$ cat config.mk
export PLATFORM = sky130hd
export DESIGN_NAME = hazard_ctrl
export DESIGN_NICKNAME = d
export VERILOG_FILES = /design/src/rtl/hazard_ctrl.sv
export SDC_FILE = /design/constraint.sdc
export NUM_CORES = 1
export LEC_CHECK = 0
export CAP_MARGIN = 5
export CORE_UTILIZATION = 50
export CTS_CLUSTER_SIZE = 24
export DETAILED_ROUTE_END_ITERATION = 8
export MAX_ROUTING_LAYER = met4
export PLACE_DENSITY = 0.9
export SYNTH_ARGS = -nofsm -noshare
export SYNTH_HDL_FRONTEND = slang
export SYNTH_SLANG_ARGS = --single-unit
$ cat constraint.sdc
create_clock -name clk -period 5.1 [get_ports clk]
set_input_delay 1.02 -clock clk [delete_from_list [all_inputs] [get_ports clk]]
set_output_delay 1.02 -clock clk [all_outputs]
set_load 0.01 [all_outputs]
$ cat src/rtl/hazard_ctrl.sv
// Pipeline hazard controller: load-use and CSR interlocks, branch/jump
// redirect flushes, external memory freeze, and saturating stall/flush counters.
//
// state    | meaning
// ---------+--------------------------------------------------------------
// RUN      | normal issue; single-cycle load-use bubbles handled in place
// CSR_WAIT | ID held behind a CSR write in flight; r_wait_cnt cycles remain
module hazard_ctrl (
  input  logic        clk,
  input  logic        reset,
  input  logic [4:0]  id_rs1,
  input  logic [4:0]  id_rs2,
  input  logic        id_uses_rs1,
  input  logic        id_uses_rs2,
  input  logic        id_csr_access,
  input  logic [4:0]  ex_rd,
  input  logic        ex_mem_read,
  input  logic        ex_csr_write,
  input  logic        ex_redirect,
  input  logic        ext_stall,
  input  logic        counter_clear,
  output logic        pc_stall,
  output logic        if_id_stall,
  output logic        id_ex_stall,
  output logic        ex_mem_stall,
  output logic        if_id_flush,
  output logic        id_ex_flush,
  output logic        state,
  output logic [31:0] stall_count,
  output logic [31:0] flush_count
);

  typedef enum logic {
    RUN      = 1'b0,
    CSR_WAIT = 1'b1
  } state_t;

  state_t      r_state;
  state_t      w_state_nxt;
  logic [1:0]  r_wait_cnt;
  logic [1:0]  w_wait_nxt;
  logic [31:0] r_stall_count;
  logic [31:0] r_flush_count;
  logic        w_load_use;
  logic        w_csr_hazard;

  // Hazard detection from the ID and EX stage fields; x0 is never a real dependency.
  always_comb begin
    w_load_use   = ex_mem_read && (ex_rd != 5'd0) &&
                   ((id_uses_rs1 && (id_rs1 == ex_rd)) ||
                    (id_uses_rs2 && (id_rs2 == ex_rd)));
    w_csr_hazard = ex_csr_write && id_csr_access;
  end

  // Next-state and stall/flush decode, in priority order:
  // freeze > redirect > CSR wait > new CSR hazard > load-use.
  always_comb begin
    pc_stall     = 1'b0;
    if_id_stall  = 1'b0;
    id_ex_stall  = 1'b0;
    ex_mem_stall = 1'b0;
    if_id_flush  = 1'b0;
    id_ex_flush  = 1'b0;
    w_state_nxt  = r_state;
    w_wait_nxt   = r_wait_cnt;
    if (reset) begin
      // Outputs stay quiet while the registers are being reset.
      w_state_nxt = RUN;
      w_wait_nxt  = 2'd0;
    end else if (ext_stall) begin
      pc_stall     = 1'b1;
      if_id_stall  = 1'b1;
      id_ex_stall  = 1'b1;
      ex_mem_stall = 1'b1;
    end else if (ex_redirect) begin
      // The held ID instruction is on the wrong path, so any CSR wait is moot.
      if_id_flush = 1'b1;
      id_ex_flush = 1'b1;
      w_state_nxt = RUN;
      w_wait_nxt  = 2'd0;
    end else if (r_state == CSR_WAIT) begin
      pc_stall    = 1'b1;
      if_id_stall = 1'b1;
      id_ex_flush = 1'b1;
      w_wait_nxt  = r_wait_cnt - 2'd1;
      // A zero count here is unreachable; fall back to RUN rather than wrap.
      if (r_wait_cnt <= 2'd1) begin
        w_state_nxt = RUN;
        w_wait_nxt  = 2'd0;
      end
    end else if (w_csr_hazard) begin
      // Cycle T of a three-cycle hold; the counter covers T+1 and T+2.
      pc_stall    = 1'b1;
      if_id_stall = 1'b1;
      id_ex_flush = 1'b1;
      w_state_nxt = CSR_WAIT;
      w_wait_nxt  = 2'd2;
    end else if (w_load_use) begin
      pc_stall    = 1'b1;
      if_id_stall = 1'b1;
      id_ex_flush = 1'b1;
    end
  end

  // State and CSR wait counter registers.
  always_ff @(posedge clk or posedge reset) begin
    if (reset) begin
      r_state    <= RUN;
      r_wait_cnt <= 2'd0;
    end else begin
      r_state    <= w_state_nxt;
      r_wait_cnt <= w_wait_nxt;
    end
  end

  // Saturating stall counter; clear wins over both increment and freeze.
  always_ff @(posedge clk or posedge reset) begin
    if (reset) begin
      r_stall_count <= 32'd0;
    end else if (counter_clear) begin
      r_stall_count <= 32'd0;
    end else if (!ext_stall && pc_stall && (r_stall_count != 32'hFFFF_FFFF)) begin
      r_stall_count <= r_stall_count + 32'd1;
    end
  end

  // Saturating redirect counter; clear wins over both increment and freeze.
  always_ff @(posedge clk or posedge reset) begin
    if (reset) begin
      r_flush_count <= 32'd0;
    end else if (counter_clear) begin
      r_flush_count <= 32'd0;
    end else if (!ext_stall && ex_redirect && (r_flush_count != 32'hFFFF_FFFF)) begin
      r_flush_count <= r_flush_count + 32'd1;
    end
  end

  // Drive registered values onto the output ports.
  always_comb begin
    state       = r_state;
    stall_count = r_stall_count;
    flush_count = r_flush_count;
  end

endmodule

==> After elaboration in Yosys (flattened, before gate mapping) <==
Index checks and enable logic that the tools add are counted.
{ "classes": {"addsub": 3, "magnitude_cmp": 1, "eq_ne": 5, "mux": 30, "reduce_logical": 16} }
{ "ops": {"columns": ["cell", "count"], "rows": [
  ["$mux W32", 4],
  ["$add A32 B1 Y32 const B", 2],
  ["$ne A32 B32 Y1 const B", 2],
  ["$mux W1", 20],
  ["$mux W2", 6],
  ["$eq A5 B5 Y1", 2],
  ["$logic_and A1 B1 Y1", 9],
  ["$reduce_bool A5 Y1", 1],
  ["$reduce_bool A2 Y1", 2],
  ["$reduce_bool A4 Y1", 1],
  ["$le A2 B1 Y1 const B", 1],
  ["$ne A2 B2 Y1 const B", 1],
  ["$reduce_and A2 Y1", 1],
  ["$sub A2 B1 Y2 const B", 1],
  ["$logic_not A1 Y1", 1],
  ["$logic_or A1 B1 Y1", 1]
]} }
{ "word_totals": {"register_bits": 67, "in_bits": 25, "out_inout_bits": 71, "word_cells": 59} }

==> Depth between registers and ports, before layout <==
Gate-level depths: netlist (run 1).
{ "logic_depth": {"ltp_word": 14, "depth_mapped": 8, "depth_no_buf": 7} }

==> Worst setup path before layout (run 1) <==
Ideal clock, no wire load.
{ "synth_path": {"path_kind": "input port to output port", "start": "input reset", "end": "output pc_stall", "arrival_ns": 3.318, "t_required_ns": 4.080, "slack_ns": 0.762, "cell_stages": 5, "path_buffers": 2, "cell_sequence": "clkbuf_1 -> inv_1 -> nand2_1 -> o31ai_1 -> buf_4"} }
{ "synth_via": {"elab_chain_len": 1} }
{ "synth_rtl": {"columns": ["element", "line_no", "rtl"], "rows": [
  ["start: declaration", "10", "input logic reset,"],
  ["$mux W1", null, null],
  ["end: declaration", "22", "output logic pc_stall,"]
]} }
No other way between the ends.

==> Worst setup path after layout (run 1) <==
{ "layout_path": {"start": "input ex_rd[3]", "end": "output pc_stall"} }
{ "layout_via": {"elab_chain_len": 10, "elab_cells_between_ends": 14, "cone_classes": "eq/ne: 2; mux: 6; reduce/logical: 6"} }
{ "layout_rtl": {"columns": ["element", "line_no", "rtl"], "rows": [
  ["start: declaration", "16", "input logic [4:0] ex_rd,"],
  ["$eq A5 B5 Y1, on equally long branches", "50, 51", null],
  ["$logic_and A1 B1 Y1, on equally long branches", "50, 51", null],
  ["$logic_or A1 B1 Y1", "50", "((id_uses_rs1 && (id_rs1 == ex_rd)) ||"],
  ["$logic_and A1 B1 Y1 *", "49", "w_load_use = ex_mem_read && (ex_rd != 5'd0) &&"],
  ["$mux W1 *", "98", "end else if (w_load_use) begin"],
  ["$mux W1 *", "91", "end else if (w_csr_hazard) begin"],
  ["$mux W1 *", "81", "end else if (r_state == CSR_WAIT) begin"],
  ["$mux W1 *", "75", "end else if (ex_redirect) begin"],
  ["$mux W1 *", "70", "end else if (ext_stall) begin"],
  ["$mux W1 *", "66", "if (reset) begin"]
]} }
Every way passes the cells marked *; elsewhere a longest branch is shown, timed or not.

==> run_results.csv, run 1 <==
group,metric,value,unit
outcome,outcome,"complete, no violations",
setup_path,slowest_stage,"clkdlybuf4s50_1",
floorplanning,die-area,7907,µm²
floorplanning,pin_count,96,
clocking,clock_latency,340,ps
setup_path,cpMostUsedCell,"clkdlybuf4s50_1",
layout,final_cell_mix,"clkdlybuf4s50_1 (94), dfrtp_1 (67), nor2_1 (59)",
timing,setup_viol,0,
clocking,htree_levels,3,
global_routing,grt_pass1_vias,3381,
drt,avgRoutedWirePerCell,15.27,µm
setup_path,slowest_delay,610,ps
clocking,cts_setup_buffers,0,
floorplanning,coreArea,7292,µm²
logic_synthesis,ys_seq_elements,67,
setup_path,critPathLaunchType,"input port",
clocking,cts_resized,0,
timing,relSlewSlack,42.02,%
place,pre_cts_ws,869.3,ps
clocking,root_buffer,"clkbuf_8",
layout,nNetsFinal,545,
logic_synthesis,synth_cell_type_count,44,
drt,routed_wl,9.497,mm
job,maxCapViolCount,0,
layout,final_common_cell,"clkdlybuf4s50_1",
layout,syn_to_final_growth,32.66,%
place,place.gp.congestion,0.8529,
timing,fin_ws,862.7,ps
timing,max_freq,236.0,MHz
timing,slew_viol_final,0,
setup_path,cp_cell_sequence,"clkdlybuf4s50_1, xnor2_1, nand4_1, o22a_1, o21a_1, o31ai_1, clkdlybuf4s50_1",
global_routing,antenna_found_initial,0,
drt,vias,3636,
setup_path,worst_ep_required_time,4080,ps
timing,min_period,4237,ps
logic_synthesis,syn_inst,427,
clocking,hold_buffers,0,
setup_path,critPathMaxFanout,3,
layout,diodes,0,
drt,detail-route-antenna-nets,0,
power_and_ir_drop,p_leak,0.001884,µW
logic_synthesis,syn-num-nets,454,
drt,drt_first_pass_iters,5,
clocking,cts_tree,"built",
floorplanning,die_w,88.92,µm
setup_path,crit_arrival,3220,ps
min_path,hold_class,"reg -> reg",
logic_synthesis,postSynthAreaPerCell,8.846,µm²
global_routing,grt_overflow_total,0,
logic_synthesis,yosysWarningCount,0,
clocking,cts.sink_count,67,
setup_path,crit_type,"in -> out",
drt,via_per_inst,5.846,
place,port_buffers,95,
timing,fin_crit_sh,83.09,%
logic_synthesis,syn_area,3777,µm²
layout,layout-drive-gt1-share,5.163,%
timing,rsz0062_at_grt,"false",
drt,drtIter0Drc,240,
timing,hold_viol,0,
logic_synthesis,synth-seq-area-share,44.39,%
floorplanning,die_h,88.92,µm
clocking,clkTransAtPathRegs,80,ps
timing,tightestPinTransition,869.6,ps
drt,drc,0,
global_routing,grt_first_pass_wirelength,15.46,mm
floorplanning,start_util,51.80,%
clocking,cts_made_buffers,9,
place,dpl.hpwl,6.693,mm
timing,skew,10.11,ps
floorplanning,std_cell_rows,31,
global_routing,grt_start_max_net_pins,68,
timing,tns,0,ps
power_and_ir_drop,power_density,223.5,nW/µm²
global_routing,grt_use_total,26.12,%
power_and_ir_drop,peakVddDrop,0.0001218,V
setup_path,setup.worst_path.end_class,"output pin",
clocking,cts.path.max_buffers,2,
-- routing by layer --
metal / GRT usage [%] / part of all wire, % / wire length [µm]
met1: 31.73 / 42 / 3998
met3: 4.617 / 5.6 / 529
met5: - / 0 / 0
met2: 44.27 / 51 / 4850
met4: 8.504 / 1.3 / 119
-- layout make-up --
type | count | area [µm²]
inverter | 14 | 52.55
tap | 99 | 123.9
clock inverter | 7 | 98.84
multi-input combinational | 329 | 1974
timing repair buffer | 97 | 960.9
fill | 567 | 2281
clock buffer | 9 | 123.9
sequential | 67 | 1677
-- cells in the mapped netlist --
master     instances  share of area (%)
a2111oi_4          1               0.73
a211oi_1           1               0.20
a21boi_1           1               0.20
a21oi_1           30                4.0
a22o_1             1               0.23
a311oi_1           1               0.23
a32oi_1            1               0.23
and2_1             1               0.17
and3_1             5               0.83
and4_1             1               0.23
buf_2              2               0.26
buf_4              2               0.40
clkbuf_1          13                1.3
dfrtp_1           67                 44
ha_1               2               0.66
inv_1             14                1.4
mux2_1             3               0.89
mux2i_1            2               0.53
nand2_1           34                3.4
nand2b_1           1               0.17
nand3_1           22                2.9
nand3_2            1               0.26
nand4_1           27                4.5
nand4_2            3               0.99
nand4b_1           1               0.23
nor2_1            59                5.9
nor2b_1            4               0.66
nor3_1            10                1.3
nor3_2             1               0.26
nor4_1             6               0.99
o21a_1             1               0.20
o21ai_0            6               0.79
o21ai_1           14                1.9
o221ai_1           1               0.23
o22a_1             1               0.23
o31a_1             1               0.23
o31ai_1           12                2.4
or2_0              1               0.17
or3_1             16                2.6
or4_1             14                2.8
or4_4              1               0.30
or4b_1             2               0.53
xnor2_1           19                4.4
xor2_1            21                4.9
-- worst max-delay path: cells and delay by family --
kind	cells	cell delay, ps
and+or+nand+nor	1	140
xor gates and xnor gates	1	150
AOI/OAI and AO/OA	3	740
buffers and inverters	2	1160
-- metrics by stage --
| step | area (µm²) | total power (µW) | hold WS, ps | utilization, % | std cells |
|---|---|---|---|---|---|
| after floorplan | 3777 | 589.9 | 490.1 | - | 427 |
| after global placement | 4788 | 626.0 | 513.4 | 65.67 | 606 |
| after detailed placement | 4788 | 628.4 | 525.8 | 65.67 | 606 |
| after CTS | 5011 | 1129 | 549.0 | 68.72 | 622 |
| after global routing | 5011 | 1159 | 580.4 | 68.72 | 622 |
| final | 5011 | 1120 | 554.4 | 68.72 | 622 |
-- where the power goes --
group	switching [µW]	internal, µW	leakage (µW)
clock	223	280	0.000111
sequential	2.07	532	0.000935
combinational	47.0	35.9	0.000838
total	272	848	0.00188
-- registers in the layout (all words and copies together), names as in the netlist --
signal       cells
stall_count     32
flush_count     32
r_wait_cnt       2
state            1
-- final timing paths --
kind                                    start               to  slack [ps]  cells past startpoint
min in group asynchronous               reset  flush_count[13]        1550                      3
worst min register to register  r_wait_cnt[1]    r_wait_cnt[1]         550                      1
worst min-delay path            r_wait_cnt[1]    r_wait_cnt[1]         550                      1
worst max-delay path                 ex_rd[3]         pc_stall         860                      7
max in group asynchronous               reset  flush_count[26]        3010                      3
worst max register to register          state  stall_count[31]        2500                      5
-- cell families after synthesis --
group | synth area share [%]
XOR/XNOR | 9.275
adder cells (fa/ha/maj) | 0.6624
AO/OA/AOI/OAI | 11.73
flip-flops | 44.39
multiplexers | 1.424
buffers and inverters | 3.345
AND/OR/NAND/NOR | 29.18
Note: power is estimated with default switching activity, not from simulation.
==> run 2: changes to the inputs <==
- CORE_UTILIZATION: 50 -> 45
- PLACE_DENSITY: 0.9 -> 0.86
- clock period: 5.1 -> 3.8 ns (I/O delays scaled with it)
==> run 2 against run 1 <==
Clock skew increased by 2.9 ps. Register-to-register slack got worse by 1200 ps. Cell area increased by 0.85%. Die area increased by 11%. Sequential share of layout area decreased by 0.28 points. Wire length decreased by 0.41%. Sequential power increased by 34%. Count of clock-buffer cells in the layout increased by 1. Critical endpoint is now id_ex_flush. Largest power group unchanged.
==> run_results.csv, run 2 (synthesis gave the netlist of run 1 again) <==
group,metric,value,unit
clocking,htree_levels,3,
power_and_ir_drop,finalPower,1503,µW
drt,routed_wl,9.458,mm
timing,relSlewSlack,33.18,%
setup_path,worst_ep_required_time,3040,ps
clocking,root_buffer,"clkbuf_8",
floorplanning,coreArea,8175,µm²
setup_path,critPathMaxFanout,3,
layout,nFillCells,706,
drt,via_per_inst,5.719,
drt,drt_first_pass_iters,6,
place,dpl.hpwl,6.636,mm
clocking,hold_buffers,0,
setup_path,slowest_delay,590,ps
timing,setup_viol,0,
timing,max_freq,274.1,MHz
place,place.gp.congestion,0.8800,
timing,tightestPinTransition,1002,ps
setup_path,crit_arrival,2890,ps
job,maxCapViolCount,0,
timing,min_period,3649,ps
drt,drc,0,
place,port_buffers,95,
setup_path,rrSetupSlack,1330,ps
setup_path,cp_cell_sequence,"clkdlybuf4s50_1, xnor2_1, nand4_1, o22a_1, o21a_1, a211oi_1, clkdlybuf4s50_1",
timing,fin_crit_sh,96.02,%
outcome,outcome,"complete, no violations",
layout,final_common_cell,"clkdlybuf4s50_1",
timing,slew_viol_final,0,
clocking,cts.sink_count,67,
drt,vias,3609,
power_and_ir_drop,peakVddDrop,0.0002220,V
global_routing,grt_overflow_total,0,
clocking,cts_tree,"built",
floorplanning,pin_count,96,
layout,nNetsFinal,548,
clocking,cts.path.max_buffers,2,
setup_path,critPathLaunchType,"input port",
floorplanning,std_cell_rows,33,
setup_path,slowest_stage,"clkdlybuf4s50_1",
drt,drtIter0Drc,174,
timing,skew,12.96,ps
floorplanning,die_h,93.62,µm
clocking,clkTransAtPathRegs,70,ps
floorplanning,die_w,93.62,µm
clocking,cts_setup_buffers,0,
global_routing,grt_pass1_vias,3446,
timing,hold_viol,0,
setup_path,crit_type,"in -> out",
clocking,cts_resized,0,
layout,layout-drive-gt1-share,5.894,%
floorplanning,start_util,46.20,%
setup_path,cpMostUsedCell,"clkdlybuf4s50_1",
min_path,hold_class,"reg -> reg",
global_routing,grt_first_pass_wirelength,16.19,mm
layout,syn_to_final_growth,33.79,%
layout,final_cell_mix,"clkdlybuf4s50_1 (94), dfrtp_1 (67), nor2_1 (59)",
timing,rsz0062_at_grt,"false",
floorplanning,die-area,8765,µm²
global_routing,grt_start_max_net_pins,68,
drt,avgRoutedWirePerCell,14.99,µm
power_and_ir_drop,p_leak,0.001894,µW
global_routing,grt_use_total,23.87,%
layout,diodes,0,
drt,detail-route-antenna-nets,0,
clocking,cts_made_buffers,9,
clocking,clock_latency,340,ps
power_and_ir_drop,power_density,297.4,nW/µm²
global_routing,antenna_found_initial,0,
setup_path,setup.worst_path.end_class,"output pin",
timing,tns,0,ps
[run 2: cell type report]
cell class	instances	area [µm²]	area share, %
Clock inverter	6	88.84	1.758
Tap cell	105	131.4	2.600
Sequential cell	67	1677	33.18
Clock buffer	10	137.6	2.723
Inverter	14	56.30	1.114
Timing Repair Buffer	100	983.4	19.46
Multi-Input combinational cell	329	1979	39.17
[run 2: routing by layer]
| metal | global-route usage, % | wire length (µm) | up-vias |
|---|---|---|---|
| met1 | 30.39 | 4196 | 1740 |
| met4 | 8.846 | 166 | 0 |
| met2 | 38.30 | 4638 | 111 |
| met5 | - | 0 | - |
| met3 | 4.065 | 457 | 19 |
| li1 | - | - | 1739 |
[run 2: metrics by stage]
step	hold slack [ps]	cells	instance area [µm²]	util, %	setup WS, ps
6_report	565.9	631	5054	61.82	151.2
5_1_grt	581.3	631	5054	61.82	33.74
4_1_cts	556.8	631	5049	61.75	121.6
3_5_place_dp	540.9	615	4822	58.98	132.1
3_3_place_gp	513.0	615	4822	58.98	218.3
2_1_floorplan	490.1	427	3781	-	201.9
[run 2: worst paths after layout]
kind | startpoint | endpoint | cells after the start
worst max-delay path | ex_rd[4] | id_ex_flush | 7
worst min register to register | r_wait_cnt[1] | r_wait_cnt[1] | 1
worst min-delay path | r_wait_cnt[1] | r_wait_cnt[1] | 1
min in group asynchronous | reset | flush_count[11] | 3
max in group asynchronous | reset | stall_count[30] | 3
worst max register to register | flush_count[19] | flush_count[21] | 6
[run 2: where the power goes]
group	leakage, µW	internal [µW]	switching [µW]
clock	0.000108	387	283
combinational	0.000850	50.3	65.0
sequential	0.000935	715	2.83
[run 2: worst max-delay path: cells and delay by family]
kind	cells	cell delay, ps
simple gates	1	140
xor+xnor	1	150
compound gates	3	710
buf+inv	2	1130
==> run 3: changes to the inputs <==
- CELL_PAD_IN_SITES_DETAIL_PLACEMENT: not set -> 0
- CELL_PAD_IN_SITES_GLOBAL_PLACEMENT: not set -> 1
- CORE_UTILIZATION: 45 -> 33
- PLACE_DENSITY: 0.86 -> 0.85
==> run 3 against run 2 <==
Hold slack got worse by 32 ps. Wire length increased by 5.7%. Combinational power about the same. Register-to-register slack about the same. Critical path type unchanged.
==> run_results.csv, run 3 (synthesis gave the netlist of run 1 again) <==
group,metric,value,unit
min_path,hold_class,"reg -> reg",
global_routing,grt_first_pass_wirelength,16.73,mm
timing,rsz0062_at_grt,"false",
global_routing,antenna_found_initial,0,
clocking,clkTransAtPathRegs,60,ps
setup_path,ff2ff_path_depth,6,
floorplanning,die_h,109.0,µm
global_routing,grt_overflow_total,0,
setup_path,cp_cell_sequence,"clkdlybuf4s50_1, xnor2_1, nand4_1, o22a_1, o21a_1, o31ai_1, clkdlybuf4s50_1",
setup_path,r2r_start,"flush_count[19]",
layout,postLayoutCellArea,5194,µm²
place,place.gp.congestion,0.8088,
layout,syn_to_final_growth,37.50,%
floorplanning,coreArea,10980,µm²
clocking,hold_buffers,0,
place,dpl.hpwl,6.979,mm
timing,relSlewSlack,41.72,%
layout,layout-drive-gt1-share,5.703,%
outcome,outcome,"complete, no violations",
min_path,min_to,"r_wait_cnt[1]",
timing,tns,0,ps
timing,slew_viol_final,0,
clocking,cts_resized,0,
setup_path,setup.worst_path.end_class,"output pin",
clocking,root_buffer,"clkbuf_16",
setup_path,slowest_delay,600,ps
layout,final_cell_mix,"clkdlybuf4s50_1 (94), dfrtp_1 (67), nor2_1 (59)",
drt,avgRoutedWirePerCell,15.02,µm
layout,nNetsFinal,548,
power_and_ir_drop,p_leak,0.001939,µW
power_and_ir_drop,peakVddDrop,0.0002251,V
drt,drtIter0Drc,174,
place,port_buffers,95,
place,placed_cell_area,4866,µm²
timing,hold_viol,0,
floorplanning,start_util,34.39,%
setup_path,crit_arrival,2880,ps
timing,skew,8.205,ps
timing,min_period,3642,ps
floorplanning,die_w,109.0,µm
global_routing,grt_pass1_vias,3406,
drt,routed_wl,10.00,mm
timing,fin_crit_sh,95.85,%
clocking,htree_levels,3,
drt,vias,3574,
clocking,cts_tree,"built",
setup_path,cpMostUsedCell,"clkdlybuf4s50_1",
timing,worst_hold_slack,534.0,ps
min_path,holdPathStages,1,
setup_path,crit_type,"in -> out",
clocking,cts.sink_count,67,
timing,tightestPinTransition,874.2,ps
drt,drt_first_pass_iters,4,
setup_path,worst_ep_required_time,3040,ps
power_and_ir_drop,power_density,336.3,nW/µm²
setup_path,rrSetupSlack,1330,ps
drt,drc,0,
setup_path,timing.rr.end,"flush_count[25]",
drt,via_per_inst,5.366,
layout,final_common_cell,"clkdlybuf4s50_1",
setup_path,slowest_stage,"clkdlybuf4s50_1",
global_routing,grt_use_total,18.39,%
floorplanning,die-area,11880,µm²
job,maxCapViolCount,0,
timing,max_freq,274.5,MHz
layout,diodes,0,
global_routing,grt_start_max_net_pins,68,
floorplanning,pin_count,96,
drt,detail-route-antenna-nets,0,
setup_path,critPathBufInv,2,
clocking,cts_made_buffers,9,
clocking,cts_setup_buffers,0,
timing,setup_viol,0,
min_path,hold_path.startpoint,"r_wait_cnt[1]",
setup_path,critPathMaxFanout,3,
floorplanning,std_cell_rows,38,
setup_path,critPathLaunchType,"input port",
clocking,cts.path.max_buffers,2,
clocking,clock_latency,330,ps
setup_path,path_delay_family,"buffers and inverters",
run 3: cell types whose count changed in the layout (fill, tap and decap cells not counted):
cell       before  now
o31ai_1        11   12
clkbuf_16       0    9
clkbuf_8       10    1
o31ai_2         1    0
run 3: worst max path at each step:
| stage | from | endpoint | slack, ps | cells past startpoint |
|---|---|---|---|---|
| floorplan | reset | pc_stall | 200 | 5 |
| global placement | ex_rd[2] | pc_stall | 230 | 7 |
| detailed placement | ex_rd[4] | if_id_stall | 150 | 7 |
| CTS | ex_rd[4] | if_id_stall | 150 | 7 |
| global route | ex_rd[1] | if_id_stall | 10 | 7 |
| finish | ex_rd[4] | if_id_stall | 160 | 7 |
run 3: layer usage:
metal,routed length (µm),track usage [%],vias up
li1,-,-,1737
met3,558,4.124,17
met2,4903,29.87,94
met1,4395,22.46,1726
met4,144,6.274,0
met5,0,-,-
run 3: area by class of cell:
| class | count | area, µm² |
|---|---|---|
| clock buffers | 10 | 239.0 |
| clock inverters | 6 | 88.84 |
| fillers | 1047 | 5789 |
| inverters | 14 | 56.30 |
| multi-input cells | 329 | 1974 |
| flip-flops and latches | 67 | 1677 |
| well taps | 140 | 175.2 |
| repair buffers | 100 | 983.4 |
run 3: power by group:
part | total (µW) | switching, µW | internal (µW)
Sequential | 719 | 2.72 | 716
Clock | 913 | 321 | 592
Combinational | 115 | 64.7 | 50.5
Total | 1750 | 388 | 1360
run 3: stage by stage:
stage / utilization (%) / cells / setup WS [ps] / total power (µW)
final: 47.29 / 666 / 157.6 / 1747
after global routing: 47.29 / 666 / 10.10 / 1808
after CTS: 47.29 / 666 / 149.3 / 1769
after detailed placement: 44.30 / 650 / 153.1 / 848.0
after global placement: 44.30 / 650 / 233.0 / 845.5
after floorplan: - / 427 / 201.9 / 792.2
run 3: worst register-to-register path: cells and delay by family (launching register included):
kind	cells	cell delay (ps)
and+or+nand+nor	5	1690
xor gates and xnor gates	1	170
DFF	1	460
